[src/rtl/time_keeper.sv]
// Time-of-day BCD counter: loads and validates entered digits while set_en is high, then counts seconds.
// All outputs registered, one-cycle load latency; no backpressure, the display side always accepts.
module time_keeper #(
  parameter int TICK_DIV = 100000000
) (
  input  logic       clk,
  input  logic       rst_n,
  input  logic       set_en,
  input  logic       run_en,
  input  logic [5:0] in_hrs_tens,
  input  logic [5:0] in_hrs_ones,
  input  logic [5:0] in_min_tens,
  input  logic [5:0] in_min_ones,
  input  logic [5:0] in_sec_tens,
  input  logic [5:0] in_sec_ones,
  output logic [3:0] hrs_tens,
  output logic [3:0] hrs_ones,
  output logic [3:0] min_tens,
  output logic [3:0] min_ones,
  output logic [3:0] sec_tens,
  output logic [3:0] sec_ones,
  output logic       tick,
  output logic       day_wrap,
  output logic       load_err
);

  localparam int PW = $clog2(TICK_DIV);
  localparam logic [PW-1:0] PRESC_MAX = PW'(TICK_DIV - 1);

  typedef enum logic [1:0] {
    MODE_HOLD = 2'd0,
    MODE_RUN  = 2'd1,
    MODE_SET  = 2'd2
  } mode_e;

  mode_e mode;

  logic [PW-1:0] presc_q, presc_d;
  logic [3:0]    hrs_tens_q, hrs_tens_d;
  logic [3:0]    hrs_ones_q, hrs_ones_d;
  logic [3:0]    min_tens_q, min_tens_d;
  logic [3:0]    min_ones_q, min_ones_d;
  logic [3:0]    sec_tens_q, sec_tens_d;
  logic [3:0]    sec_ones_q, sec_ones_d;
  logic          tick_q, tick_d;
  logic          day_wrap_q, day_wrap_d;
  logic          load_err_q, load_err_d;

  logic [3:0] inc_hrs_tens, inc_hrs_ones, inc_min_tens, inc_min_ones, inc_sec_tens, inc_sec_ones;
  logic       sec_ones_max, sec_tens_max, min_ones_max, min_tens_max, hrs_max;
  logic       carry_st, carry_mo, carry_mt, carry_hr;
  logic       in_valid;

  // Six-bit fields: any set upper bit pushes the value past every bound below.
  assign in_valid = (in_sec_ones <= 6'd9) && (in_min_ones <= 6'd9) && (in_hrs_ones <= 6'd9) &&
                    (in_sec_tens <= 6'd5) && (in_min_tens <= 6'd5) && (in_hrs_tens <= 6'd2) &&
                    ((in_hrs_tens != 6'd2) || (in_hrs_ones <= 6'd3));

  always_comb begin
    mode = MODE_HOLD;
    if (set_en) begin
      mode = MODE_SET;
    end else if (run_en) begin
      mode = MODE_RUN;
    end
  end

  assign sec_ones_max = (sec_ones_q == 4'd9);
  assign sec_tens_max = (sec_tens_q == 4'd5);
  assign min_ones_max = (min_ones_q == 4'd9);
  assign min_tens_max = (min_tens_q == 4'd5);
  assign hrs_max      = (hrs_tens_q == 4'd2) && (hrs_ones_q == 4'd3);

  assign carry_st = sec_ones_max;
  assign carry_mo = carry_st & sec_tens_max;
  assign carry_mt = carry_mo & min_ones_max;
  assign carry_hr = carry_mt & min_tens_max;

  always_comb begin
    inc_sec_ones = sec_ones_max ? 4'd0 : sec_ones_q + 4'd1;
    inc_sec_tens = sec_tens_q;
    inc_min_ones = min_ones_q;
    inc_min_tens = min_tens_q;
    inc_hrs_ones = hrs_ones_q;
    inc_hrs_tens = hrs_tens_q;
    if (carry_st) begin
      inc_sec_tens = sec_tens_max ? 4'd0 : sec_tens_q + 4'd1;
    end
    if (carry_mo) begin
      inc_min_ones = min_ones_max ? 4'd0 : min_ones_q + 4'd1;
    end
    if (carry_mt) begin
      inc_min_tens = min_tens_max ? 4'd0 : min_tens_q + 4'd1;
    end
    if (carry_hr) begin
      if (hrs_max) begin
        inc_hrs_tens = 4'd0;
        inc_hrs_ones = 4'd0;
      end else if (hrs_ones_q == 4'd9) begin
        inc_hrs_tens = hrs_tens_q + 4'd1;
        inc_hrs_ones = 4'd0;
      end else begin
        inc_hrs_ones = hrs_ones_q + 4'd1;
      end
    end
  end

  always_comb begin
    presc_d    = presc_q;
    hrs_tens_d = hrs_tens_q;
    hrs_ones_d = hrs_ones_q;
    min_tens_d = min_tens_q;
    min_ones_d = min_ones_q;
    sec_tens_d = sec_tens_q;
    sec_ones_d = sec_ones_q;
    tick_d     = 1'b0;
    day_wrap_d = 1'b0;
    load_err_d = load_err_q;
    case (mode)
      MODE_SET: begin
        presc_d = '0;
        if (in_valid) begin
          hrs_tens_d = in_hrs_tens[3:0];
          hrs_ones_d = in_hrs_ones[3:0];
          min_tens_d = in_min_tens[3:0];
          min_ones_d = in_min_ones[3:0];
          sec_tens_d = in_sec_tens[3:0];
          sec_ones_d = in_sec_ones[3:0];
          load_err_d = 1'b0;
        end else begin
          load_err_d = 1'b1;
        end
      end
      MODE_RUN: begin
        if (presc_q == PRESC_MAX) begin
          presc_d    = '0;
          tick_d     = 1'b1;
          day_wrap_d = carry_hr & hrs_max;
          hrs_tens_d = inc_hrs_tens;
          hrs_ones_d = inc_hrs_ones;
          min_tens_d = inc_min_tens;
          min_ones_d = inc_min_ones;
          sec_tens_d = inc_sec_tens;
          sec_ones_d = inc_sec_ones;
        end else begin
          presc_d = presc_q + 1'b1;
        end
      end
      default: begin
        presc_d = presc_q;
      end
    endcase
  end

  always_ff @(posedge clk or negedge rst_n) begin
    if (!rst_n) begin
      presc_q    <= '0;
      hrs_tens_q <= 4'd0;
      hrs_ones_q <= 4'd0;
      min_tens_q <= 4'd0;
      min_ones_q <= 4'd0;
      sec_tens_q <= 4'd0;
      sec_ones_q <= 4'd0;
      tick_q     <= 1'b0;
      day_wrap_q <= 1'b0;
      load_err_q <= 1'b0;
    end else begin
      presc_q    <= presc_d;
      hrs_tens_q <= hrs_tens_d;
      hrs_ones_q <= hrs_ones_d;
      min_tens_q <= min_tens_d;
      min_ones_q <= min_ones_d;
      sec_tens_q <= sec_tens_d;
      sec_ones_q <= sec_ones_d;
      tick_q     <= tick_d;
      day_wrap_q <= day_wrap_d;
      load_err_q <= load_err_d;
    end
  end

  assign hrs_tens = hrs_tens_q;
  assign hrs_ones = hrs_ones_q;
  assign min_tens = min_tens_q;
  assign min_ones = min_ones_q;
  assign sec_tens = sec_tens_q;
  assign sec_ones = sec_ones_q;
  assign tick     = tick_q;
  assign day_wrap = day_wrap_q;
  assign load_err = load_err_q;

endmodule

[config.mk]
export PLATFORM = sky130hd
export DESIGN_NAME = time_keeper
export DESIGN_NICKNAME = d
export VERILOG_FILES = /design/src/rtl/time_keeper.sv
export SDC_FILE = /design/constraint.sdc
export NUM_CORES = 1
export LEC_CHECK = 0
export ABC_AREA = 1
export CELL_PAD_IN_SITES_DETAIL_PLACEMENT = 0
export CELL_PAD_IN_SITES_GLOBAL_PLACEMENT = 2
export CORE_MARGIN = 4
export CORE_UTILIZATION = 29
export CTS_BUF_LIST = sky130_fd_sc_hd__clkbuf_16
export DETAILED_ROUTE_END_ITERATION = 16
export PLACE_DENSITY = 0.89
export RECOVER_POWER = 50
export SYNTH_ARGS = -nofsm -noshare
export SYNTH_HDL_FRONTEND = slang
export SYNTH_SLANG_ARGS = --single-unit
[constraint.sdc]
create_clock -name clk -period 1.8 [get_ports clk]
set_input_delay 0.36 -clock clk [delete_from_list [all_inputs] [get_ports clk]]
set_output_delay 0.36 -clock clk [all_outputs]
set_load 0.02 [all_outputs]
; Word level (Yosys, flattened, before mapping)
; Cells that the tools add are included.
[word_totals]
register_bits = 54
input_bits = 40
output_inout_bits = 27
elab_cells = 101
[op_classes]
addsub = 7
magnitude_cmp = 7
n_eq_ne = 18
n_mux = 40
n_bitwise = 4
n_reduce_logical = 15
[ops]
columns = cell, count
row1 = 2-to-1 mux 4 bit, 25
row2 = one-hot mux 27 bit (2 select lines), 1
row3 = one-hot mux 4 bit (2 select lines), 6
row4 = adder 27 x 1 -> 27 bit (second input constant), 1
row5 = equality test 27 bit (second input constant), 1
row6 = 2-to-1 mux 27 bit, 1
row7 = adder 4 x 1 -> 4 bit (second input constant), 6
row8 = less-or-equal comparator 6 x 4 -> 1 bit (second input constant), 3
row9 = AND reduction 4 bit, 4
row10 = equality test 4 bit (second input constant), 3
row11 = less-or-equal comparator 6 x 2 -> 1 bit (second input constant), 2
row12 = less-or-equal comparator 6 x 3 -> 1 bit (second input constant), 2
row13 = inequality test 2 bit (second input constant), 6
row14 = equality test 4 x 2 -> 1 bit (second input constant), 2
row15 = equality test 4 x 3 -> 1 bit (second input constant), 2
row16 = logical AND 1 bit, 7
row17 = 2-to-1 mux 1 bit, 6
row18 = inequality test 6 x 2 -> 1 bit (second input constant), 1
row19 = AND reduction 5 bit, 1
row20 = bitwise AND 1 bit, 4
row21 = inequality test 3 bit (second input constant), 1
row22 = AND reduction 3 bit, 1
row23 = equality test 2 x 1 -> 1 bit (second input constant), 1
row24 = equality test 2 bit (second input constant), 1
row25 = 3 further kinds, 3

; Longest topological paths before layout
; Gate-level depths: netlist of the first run.
[depth]
ltp_word = 9
ltp_mapped = 12
mapped_depth_nobuf = 11

; Least setup slack after synthesis of the first run
; Ideal clock, no wire load.
[synth_path]
path_kind = register -> register
start = reg sec_ones_q[2] (netlist: sec_ones[2])
end = reg hrs_ones_q[3] (netlist: hrs_ones[3])
setup_time_ps = 118
t_arrival_ps = 1525
required_ps = 1682
slack_ps = 156
stages_incl_launch_ff = 11
path_buffers = 0
period_less_slack_ps = 1644
cell_sequence = dfrtp_1 -> inv_1 -> nand2_1 -> nor2_2 -> nand2_1 -> nand2_2 -> nand3_2 -> nor2_2 -> nand3_1 -> nand2_1 -> nand2_1
[synth_via]
elab_chain_cells = 6
[synth_lines]
columns = element, line_no
row1 = start: declaration, 44  ; logic [3:0] sec_ones_q, sec_ones_d;
row2 = start signal: assignment, 174  ; sec_ones_q <= sec_ones_d;
row3 = equality test 4 bit, 68  ; assign sec_ones_max = (sec_ones_q == 4'd9);
row4 = bitwise AND 1 bit, 75  ; assign carry_mo = carry_st & sec_tens_max;
row5 = bitwise AND 1 bit, 76  ; assign carry_mt = carry_mo & min_ones_max;
row6 = bitwise AND 1 bit, 77  ; assign carry_hr = carry_mt & min_tens_max;
row7 = inequality test 2 bit (no source line), --
row8 = AND reduction 4 bit (no source line), --
row9 = end signal: assignment, 170  ; hrs_ones_q <= hrs_ones_d;
row10 = end: declaration, 40  ; logic [3:0] hrs_ones_q, hrs_ones_d;
; No other way between the ends.
; A chain may end at the register's enable or synchronous reset.

; Worst setup path in the final report of the first run
[layout_path]
start = in in_sec_ones[2]
end = reg sec_tens_q[1] (netlist: sec_tens[1])
[layout_via]
elab_chain_cells = 9
[layout_lines]
columns = element, line_no
row1 = start: declaration, 15  ; input logic [5:0] in_sec_ones,
row2 = less-or-equal comparator 6 x 4 -> 1 bit, 55  ; assign in_valid = (in_sec_ones <= 6'd9) && (in_min_ones <= 6'd9) && (in_hrs_ones <= 6'd9) &&
row3 = logical AND 1 bit (3 in series), 55
row4 = logical AND 1 bit (3 in series), 56  ; (in_sec_tens <= 6'd5) && (in_min_tens <= 6'd5) && (in_hrs_tens <= 6'd2) &&
row5 = inequality test 2 bit (no source line), --
row6 = AND reduction 4 bit (no source line), --
row7 = end signal: assignment, 173  ; sec_tens_q <= sec_tens_d;
row8 = end: declaration, 43  ; logic [3:0] sec_tens_q, sec_tens_d;
; No other way between the ends.

==> metrics.md, run 1 <==
| Metric | Value |
|---|---|
| Fillers | 1,319 |
| Final setup violation count | 0 |
| Critical path peak fanout | 6 |
| Clock Skews | 0.007044 ns |
| Post-layout nets | 728 |
| Max cap viols | 0 |
| Clk slew on worst S/H paths | 0.07 ns |
| DIE WIDTH | 121.5 um |
| Remaining Overflow, GRT | 0 |
| Vias per cell | 4.705 |
| Largest net degree at the start of global routing | 55 |
| Post-synth EDFFs | 0 |
| Via count | 4,032 |
| Die area | 14,770 um2 |
| YS warnings | 0 |
| Sinks on Clock Net | 54 |
| Worst R2R Path Depth | 11 |
| Final Non-Filler Cells | 857 |
| Area growth, synth to finish | 46.89% |
| Post-Syn Nets | 589 |
| Leading area contributor after synthesis | dfrtp_1 |
| RSZ-0062 raised after global routing | true |
| Die Ht | 121.5 um |
| Post-layout util | 43.52% |
| Cell area after synthesis | 3739 um2 |
| Post-DRT Antenna Nets | 0 |
| Detailed placer's ending HPWL | 8899 um |
| Port Buffers | 66 |
| CTS Buf Count | 5 |
| Met3 global-route usage | 3.110% |
| Top FF cell, synth | dfrtp_1 |
| CTS H-tree lvls | 2 |
| Final Hold Vio Count | 0 |
| Iter 0 DRT Violations | 249 |
| Peak supply drop | 0.3524 mV |
| Initial antenna violation count | 0 |
| TritonCTS clock tree | built |
| Crit path DAT | 1.98 ns |
| Worst hold margin | 0.4703 ns |
| Most common cell after layout, fill and taps aside | nand2_1 |
| Slew Limit Fails | 0 |
| DR WL/cell | 13.22 um |
| Syn_area_per_cell | 6.847 um2 |
| First-pass GRT wire length | 19,050 um |
| Most frequent cells in the layout | 159 x nand2_1, 66 x buf_4, 57 x nand3_1, 56 x clkdlybuf4s50_1, 55 x inv_1 |
| GR peak layer | met2 |
| Slew headroom | 4.437% |
| Clock Latency Late Sink | 0.29 ns |
| CP startpoint kind | input port |
| Setup TNS | 0 ns |
| Hold Buf Count CTS | 0 |
| Fin crit share | 99.54% |
| Post-synthesis sequential element count | 54 |
| Clock period minus worst slack | 1.792 ns |
| F_max | 0.5581 GHz |
| DRC | 0 |
| WS Path Type | input port to flip-flop |
| Grt met2 use | 27.15% |
| Status | finished clean |
| Pwr/cell area | 673.9 nW/um2 |
| Initial Util | 29.63% |
| Total wire length | 11,330 um |
| Mapped Cells | 546 |
| Crit. End Element | flip-flop |
| Layout cells sized above 1 | 20.29% |
| Synth area leaders | dfrtp_1 36%, nand2_1 17%, nand3_1 8.0% |
| Synth top area share | 36.14% |
| Core Rows | 41 |
| Number of global-route vias before repair | 3,981 |
| Maximum clock path buffer count | 2 |
| Measured slew at the worst slew-check pin | 1.433 ns |
| Pre-antenna DRT Iters | 4 |
| Met1 global-route usage | 20.16% |
| GRT Total Usage | 15.86% |
| Gpl congestion | 0.8418 |
| Seq/Total Area, Yosys | 36.14% |
| Min-Delay Path Class | input port to asynchronous set/reset pin |
| Antenna cell count | 0 |
| Core Region | 12,620 um2 |
| # IOs | 67 |
| Root buffer cell | clkbuf_16 |
| Leak | 2.566 nW |
| Critical Path RT | 1.98 ns |
| Cell variety after synth | 36 |
| Asr flop ratio synth | 100.0% |
| Placed insts | 840 |
[per-layer routing]
layer	routed length, um	up-vias
li1	-	2068
met1	4981	1860
met2	5617	86
met3	476	18
met4	255	0
met5	0	-
[synthesized netlist by cell type (2+ instances only)]
library cell	count
nor3_1	5
xnor2_1	3
nor4_1	3
a22oi_1	2
nand3_4	4
nand4_1	18
nand3_1	60
buf_6	2
clkbuf_1	2
nand2_1	173
nand2_2	4
o22ai_1	8
nor2_4	4
ha_1	3
inv_1	55
o21ai_0	37
o21ai_1	6
buf_2	9
inv_2	2
xor2_1	11
nor2_1	56
dfrtp_1	54
nor2_2	5
a21oi_1	7
nand3b_1	2
[cell families (layout without fill, tap and decap cells)]
family          count (synthesis)  after routing  synth area share (%)
compound gates                 65             65                 10.01
xor+xnor                       14             14                 3.280
buf+inv                        71            210                 7.932
fa+ha+maj                       3              3                 1.004
simple gates                  339            339                 41.63
flops                          54             54                 36.14
[through the flow]
| stage | power, mW | area, um2 | setup slack (ns) |
|---|---|---|---|
| detailed placement | 2.755 | 5165 | -0.5143 |
| global route | 3.940 | 5492 | -0.05292 |
| CTS | 3.724 | 5310 | 0.006133 |
| global placement | 2.747 | 5165 | -0.4741 |
| finish | 3.701 | 5492 | 0.008302 |
| floorplan | 2.092 | 3739 | 0.1564 |
[power by group]
part / internal (mW) / switching [mW] / leakage, nW
Sequential: 1.34 / 0.152 / 0.708
Clock: 0.505 / 0.448 / 0.0694
Combinational: 0.605 / 0.655 / 1.79
[worst paths after layout]
path	slack, ns	startpoint	endpoint
worst max-delay path	0.008	in_sec_ones[2]	sec_tens[1]
worst min-delay path	0.47	rst_n	presc_q[23]
worst max register to register	0.06	presc_q[1]	sec_tens[1]
worst min register to register	0.53	sec_tens[1]	sec_tens[1]
max in group asynchronous	0.35	rst_n	presc_q[18]
min in group clk	0.53	sec_tens[1]	sec_tens[1]
[critical path, stage by stage]
cell and delay [ns]:
clkdlybuf4s50_1 0.45, o21ai_2 0.23, and2_1 0.15, nand2_1 0.10
o21ai_4 0.28, buf_6 0.17, nand3_4 0.11, nand2_1 0.07
nand2_1 0.05
[final cells by class]
class / instances / area (um2) / share of cell area (%)
multi-input cells: 421 / 2180 / 39.69
clock inverters: 2 / 10.01 / 0.1823
flip-flops and latches: 54 / 1355 / 24.68
inverters: 57 / 216.5 / 3.942
repair buffers: 146 / 1390 / 25.31
well taps: 172 / 215.2 / 3.919
clock buffers: 5 / 125.1 / 2.278
[registers in the layout, summed over array words and instances, names as in the netlist]
register	count
presc_q	27
hrs_ones	4
hrs_tens	4
min_ones	4
min_tens	4
sec_ones	4
sec_tens	4
day_wrap	1
load_err	1
tick	1
[repair_timing]
| action | 4_1_cts | 5_1_grt |
|---|---|---|
| pin swaps | 0 | 4 |
| resized for setup | 5 | 39 |
| setup buffers | 0 | 8 |
| cloned | 0 | 2 |
| endpoints found under the setup margin | 25 | 35 |
(Power assumes the default switching activity.)
==> inputs of run 2 (changes only) <==
- ABC_AREA: 1 -> 0
- CORE_UTILIZATION: 29 -> 30
- PLACE_DENSITY: 0.89 -> 0.88
==> run 2 against run 1 <==
  * The run now ends with setup timing left
  * Cell count shrank 11%
  * Register-to-register slack lost 0.20 ns
  * Wire length grew 18%
  * Cell area grew 14%
  * Sequential share of layout area shrank 2.9 points
  * Non-clock buffer count grew 66
  * Critical path depth shrank 2
  * Sequential power shrank 18%
  * Setup slack lost 0.19 ns
  * Largest cell class unchanged
  * Largest power group unchanged
==> metrics.md, run 2 <==
| Metric | Value |
|---|---|
| Synth top cells by count | 54 x dfrtp_1, 42 x a21oi_1, 30 x nand2_1, 30 x o21ai_0, 26 x nor2_1 |
| Critical Path RT | 1.99 ns |
| Gpl congestion | 0.8706 |
| Leading area contributor after synthesis | dfrtp_1 |
| Pwr/cell area | 440.0 nW/um2 |
| Post-DRT Antenna Nets | 0 |
| Crit-path slowest cell | or4_4 |
| Post-synth EDFFs | 0 |
| Clock period minus worst slack | 1.982 ns |
| # IOs | 67 |
| Remaining Overflow, GRT | 0 |
| Overall power | 2.744 mW |
| Initial Util | 31.02% |
| Most common cell after layout, fill and taps aside | buf_4 |
| DIE WIDTH | 117.4 um |
| Slew headroom | 17.77% |
| Post-synthesis sequential element count | 54 |
| Antenna cell count | 0 |
| Min-Delay Path Class | input port to asynchronous set/reset pin |
| Mapped Cells | 426 |
| Syn_area_per_cell | 8.421 um2 |
| Die Ht | 117.4 um |
| Seq/Total Area, Yosys | 37.67% |
| Hold Buf Count CTS | 0 |
| Worst hold margin | 0.2961 ns |
| Via count | 4,220 |
| Asr flop ratio synth | 100.0% |
| Post-Syn Nets | 469 |
| Measured slew at the worst slew-check pin | 1.233 ns |
| Port Buffers | 66 |
| Fin crit share | 110.1% |
| Cell area after synthesis | 3587 um2 |
| F_max | 0.5046 GHz |
| Final Cell Area | 6237 um2 |
| Core Region | 11,560 um2 |
| Slew Limit Fails | 0 |
| YS warnings | 0 |
| Dpl cell area | 5374 um2 |
| DR WL/cell | 17.45 um |
| Layout cells sized above 1 | 43.39% |
| WS Path Type | input port to flip-flop |
| Final Hold Vio Count | 0 |
| Crit. End Element | flip-flop |
| Most frequent cell after synthesis | dfrtp_1 |
| Setup WS pre-CTS | -0.8802 ns |
| Maximum clock path buffer count | 2 |
| Worst path cell trace | dlygate4sd2_1 > nor3b_2 > nand4_1 > or4_4 > buf_6 > a211o_1 > o21a_1 |
| Detailed placer's ending HPWL | 9433 um |
| Post-layout nets | 662 |
| GRT Total Usage | 17.99% |
| Top reg by flops | presc_q |
| CTS Buf Count | 5 |
| Critical path peak fanout | 8 |
| Register area | 1356 um2 |
| Cell variety after synth | 63 |
| Total wire length | 13,320 um |
| Core Rows | 39 |
| Root buffer cell | clkbuf_16 |
| Crit path DAT | 2.17 ns |
| Final setup violation count | 35 |
| Failing checks | setup timing |
| Leak | 2.803 nW |
| Synth top area share | 37.67% |
| Final Non-Filler Cells | 763 |
| Initial antenna violation count | 0 |
| Vias per cell | 5.531 |
| Clk slew on worst S/H paths | 0.08 ns |
| Area growth, synth to finish | 73.88% |
| RSZ-0062 raised after global routing | true |
| Placed insts | 730 |
| Synth area leaders | dfrtp_1 38%, a21oi_1 5.9%, o21ai_0 4.2% |
| Pre-antenna DRT Iters | 5 |
| Clock Latency Late Sink | 0.30 ns |
| Iter 0 DRT Violations | 298 |
| Clock Skews | 0.008304 ns |
| CP startpoint kind | input port |
| CTS H-tree lvls | 2 |
| Largest net degree at the start of global routing | 35 |
| Status | finished with violations |
| Post-layout util | 53.93% |
| Top FF cell, synth | dfrtp_1 |
| Largest stage delay, worst path | 0.61 ns |
| DRC | 0 |
| Number of global-route vias before repair | 4,115 |
| Max reg flops | 27 |
| Peak supply drop | 0.4319 mV |
| Die area | 13,770 um2 |
| First-pass GRT wire length | 20,760 um |
| Multi-input logic area | 2639 um2 |
| Final worst slack | -0.1818 ns |
| TritonCTS clock tree | built |
| Most frequent cells in the layout | 118 x buf_4, 50 x dfrtp_1, 27 x a21oi_1, 26 x buf_6, 25 x nand2_1 |
| Sinks on Clock Net | 54 |
| Setup TNS | -2.395 ns |
| Max cap viols | 0 |
| Fillers | 992 |
run 2: changes by cell type after synthesis, sizes merged, moves of 9 or more:
cell    delta
or3        +9
inv       -34
clkbuf    +11
nand3     -48
o21ai     -10
nor2      -40
nand2    -148
a31oi     +12
a21oi     +37
run 2: final timing paths:
check                               start     endpoint  slack, ns  cells after the start
min in group clk           in_sec_tens[2]  sec_tens[2]       0.47                      5
max                        in_sec_ones[4]  hrs_ones[3]      -0.18                      7
min reg2reg                   presc_q[23]  presc_q[23]       0.54                      2
min                                 rst_n   presc_q[7]       0.30                      1
max reg2reg                   hrs_tens[0]  hrs_tens[1]      -0.14                      7
max in group asynchronous           rst_n     load_err       0.25                      2
run 2: cell families (layout without fill, tap and decap cells):
| logic type | after synthesis | in the layout | share of synthesized area (%) |
|---|---|---|---|
| compound gates | 146 | 146 | 25.78 |
| mux | 7 | 7 | 1.988 |
| simple gates | 164 | 164 | 26.93 |
| buf+inv | 49 | 243 | 5.860 |
| xor+xnor | 3 | 3 | 0.7326 |
| flops | 54 | 54 | 37.67 |
| fa+ha+maj | 3 | 3 | 1.047 |
run 2: timing repair:
item / 4_1_cts / 5_1_grt
endpoints found under the hold margin: 0 / 0
resized for setup: 115 / 119
setup endpoints to repair: 49 / 55
pin swaps: 28 / 50
cloned: 1 / 2
setup buffers: 9 / 14
run 2: routing by layer:
layer  vias up  share of wire [%]  routed length, um  global-route usage [%]
met5         -                  0                  0                       0
li1       2004                  -                  -                       -
met1      2080                 45               5970                   23.55
met2       120                 49               6556                   30.02
met4         0                1.7                220                   5.718
met3        16                4.3                567                   3.513
run 2: power by group:
group | internal [mW] | total, mW | switching [mW]
clock | 0.653 | 1.12 | 0.467
sequential | 1.22 | 1.22 | 0.00276
combinational | 0.194 | 0.406 | 0.212
total | 2.06 | 2.74 | 0.682
run 2: worst max-delay path, delay by kind of cell:
family	cells	cell delay [ns]
compound gates	2	0.39
buf+inv	2	0.42
simple gates	3	1.00
run 2: final cells by class:
cell class	count	area share, %
Timing Repair Buffer	212	29.05
Clock inverter	3	0.6419
Multi-Input combinational cell	323	42.31
Sequential cell	54	21.75
Inverter	23	1.384
Tap cell	143	2.869
Clock buffer	5	2.006
==> inputs of run 3 (changes only) <==
- clock period: 1.8 -> 2.3 ns (I/O delays scaled with it)
==> run 3 against run 2 <==
  * The flow now finishes without violations
  * Total power decreased by 28%
  * Hold slack improved by 0.029 ns
  * Setup slack improved by 0.22 ns
  * Flip-flop and latch count unchanged
  * Critical path depth increased by 1
  * Sequential power decreased by 22%
  * Critical endpoint is now min_tens[0]
  * Largest cell class unchanged
==> metrics.md, run 3 (synthesis results as in run 2) <==
| Metric | Value |
|---|---|
| Fin crit share | 98.30% |
| Status | finished clean |
| Part of the power in registers | 48.3% |
| Pre-antenna DRT Iters | 5 |
| Port Buffers | 66 |
| Hold Buf Count CTS | 0 |
| Largest net degree at the start of global routing | 25 |
| Detailed placer's ending HPWL | 8485 um |
| Clock Power Share | 38.6% |
| Crit-path slowest cell | or4_4 |
| Flop-to-flop setup slack | 0.18 ns |
| Vias per cell | 5.574 |
| Leak | 2.110 nW |
| Clock Skews | 0.007536 ns |
| Max cap viols | 0 |
| Worst hold margin | 0.3253 ns |
| Slew headroom | 29.17% |
| Levels on crit path | 8 |
| Area growth, synth to finish | 39.17% |
| Maximum clock path buffer count | 2 |
| Clk slew on worst S/H paths | 0.07 ns |
| First-pass GRT wire length | 19,150 um |
| Core Rows | 39 |
| Pwr/cell area | 396.1 nW/um2 |
| Layout cells sized above 1 | 15.95% |
| F_max | 0.4423 GHz |
| Number of global-route vias before repair | 3,734 |
| Post-layout nets | 575 |
| Gpl congestion | 0.8507 |
| Initial antenna violation count | 0 |
| Final Hold Vio Count | 0 |
| Most common cell after layout, fill and taps aside | clkdlybuf4s50_1 |
| Die area | 13,770 um2 |
| Sinks on Clock Net | 54 |
| WS Path Type | input port to flip-flop |
| RSZ-0062 raised after global routing | true |
| Clock Latency Late Sink | 0.30 ns |
| Switching component of the power | 491.4 uW |
| Post-layout util | 43.17% |
| Crit path buffers/inverters | 3 |
| Root buffer cell | clkbuf_16 |
| Die Ht | 117.4 um |
| Total wire length | 11,270 um |
| Crit path DAT | 2.50 ns |
| Final setup violation count | 0 |
| Cell family with most CP delay | buffers and inverters |
| TritonCTS clock tree | built |
| Fillers | 1,139 |
| Initial Util | 31.02% |
| DRC | 0 |
| Via count | 3,768 |
| Remaining Overflow, GRT | 0 |
| Antenna cell count | 0 |
| Internal cell power | 1.486 mW |
| Iter 0 DRT Violations | 255 |
| DR WL/cell | 16.66 um |
| Critical path peak fanout | 10 |
| Worst path cell trace | clkdlybuf4s50_1 > a211oi_2 > buf_4 > nand2_1 > or4_4 > buf_12 > a21oi_1 > o22a_1 |
| DIE WIDTH | 117.4 um |
| Post-DRT Antenna Nets | 0 |
| Measured slew at the worst slew-check pin | 1.062 ns |
| # IOs | 67 |
| Worst R2R Path Depth | 7 |
| Power share of the combinational group | 13.1% |
| Largest stage delay, worst path | 0.59 ns |
| Most frequent cells in the layout | 56 x clkdlybuf4s50_1, 54 x dfrtp_1, 51 x buf_4, 42 x a21oi_1, 30 x nand2_1 |
| Min-Delay Path Class | input port to asynchronous set/reset pin |
| CP startpoint kind | input port |
| Sw frac | 24.85% |
| Max reg flops | 27 |
| Crit. End Element | flip-flop |
| Core Region | 11,560 um2 |
| Critical Path RT | 2.54 ns |
| Clock period minus worst slack | 2.261 ns |
| CTS H-tree lvls | 2 |
| Slew Limit Fails | 0 |
| Peak supply drop | 0.3455 mV |
| GRT Total Usage | 16.48% |
| Overall power | 1.977 mW |
| CTS Buf Count | 5 |
| Top reg by flops | presc_q |
-- run 3: changes by cell type in the layout (fill, tap and decap cells not counted), moves of 10 or more --
cell / previous run / this run
a21oi_1: 27 / 42
buf_4: 118 / 51
buf_6: 26 / 1
clkbuf_2: 11 / 1
clkdlybuf4s50_1: 20 / 56
dlygate4sd2_1: 17 / 1
o21ai_0: 13 / 25
-- run 3: layout make-up --
class / instances / area, um2 / area share (%)
multi-input combinational: 323 / 2086 / 41.78
sequential: 54 / 1351 / 27.07
timing repair buffer: 125 / 1147 / 22.98
tap: 143 / 178.9 / 3.584
clock buffer: 5 / 125.1 / 2.506
inverter: 23 / 86.33 / 1.729
clock inverter: 3 / 17.52 / 0.3509
-- run 3: worst reg2reg max path, delay by kind of cell (launching register included) --
kind / cells / cell delay (ns)
AOI/OAI and AO/OA: 3 / 0.54
adders and majority gates: 1 / 0.13
buffers and inverters: 1 / 0.08
DFF: 1 / 0.38
muxes: 1 / 0.34
and+or+nand+nor: 1 / 0.55
-- run 3: power groups by stage --
| stage | Combinational [mW] | Sequential [mW] | Clock, mW |
|---|---|---|---|
| floorplan | 0.0871 | 0.973 | 0 |
| global placement | 0.257 | 0.974 | 0 |
| CTS | 0.262 | 0.955 | 0.781 |
| global route | 0.286 | 0.955 | 0.817 |
| finish | 0.258 | 0.955 | 0.764 |
| detailed placement | 0.258 | 0.974 | 0 |
-- run 3: final timing paths --
check / startpoint / end
worst min-delay path: rst_n / sec_ones[0]
worst max-delay path: in_min_ones[5] / min_tens[0]
max in group asynchronous: rst_n / hrs_ones[1]
worst min register to register: presc_q[15] / presc_q[15]
min in group clk: presc_q[15] / presc_q[15]
worst max register to register: hrs_tens[0] / hrs_tens[1]
-- run 3: what timing repair did --
action / 4_1_cts / 5_1_grt
setup buffers: 0 / 3
pin swaps: 2 / 6
resized for setup: 6 / 18
setup endpoints to repair: 12 / 21
-- run 3: layer usage --
metal | vias up | global-route usage, % | share of wire, %
li1 | 1829 | - | -
met1 | 1821 | 22.60 | 47
met2 | 105 | 26.63 | 46
met3 | 13 | 3.465 | 5.1
met4 | 0 | 4.106 | 1.4
met5 | - | 0 | 0
-- run 3: through the flow --
| stage | area (um2) | setup slack [ns] | TNS [ns] | std cells |
|---|---|---|---|---|
| after detailed placement | 4733 | -0.4141 | -7.507 | 665 |
| after global routing | 4992 | -0.03282 | -0.1459 | 676 |
| final | 4992 | 0.03908 | 0 | 676 |
| after floorplan | 3587 | 0.1288 | 0 | 426 |
| after CTS | 4893 | 0.01731 | 0 | 673 |
| after global placement | 4733 | -0.3940 | -7.391 | 665 |
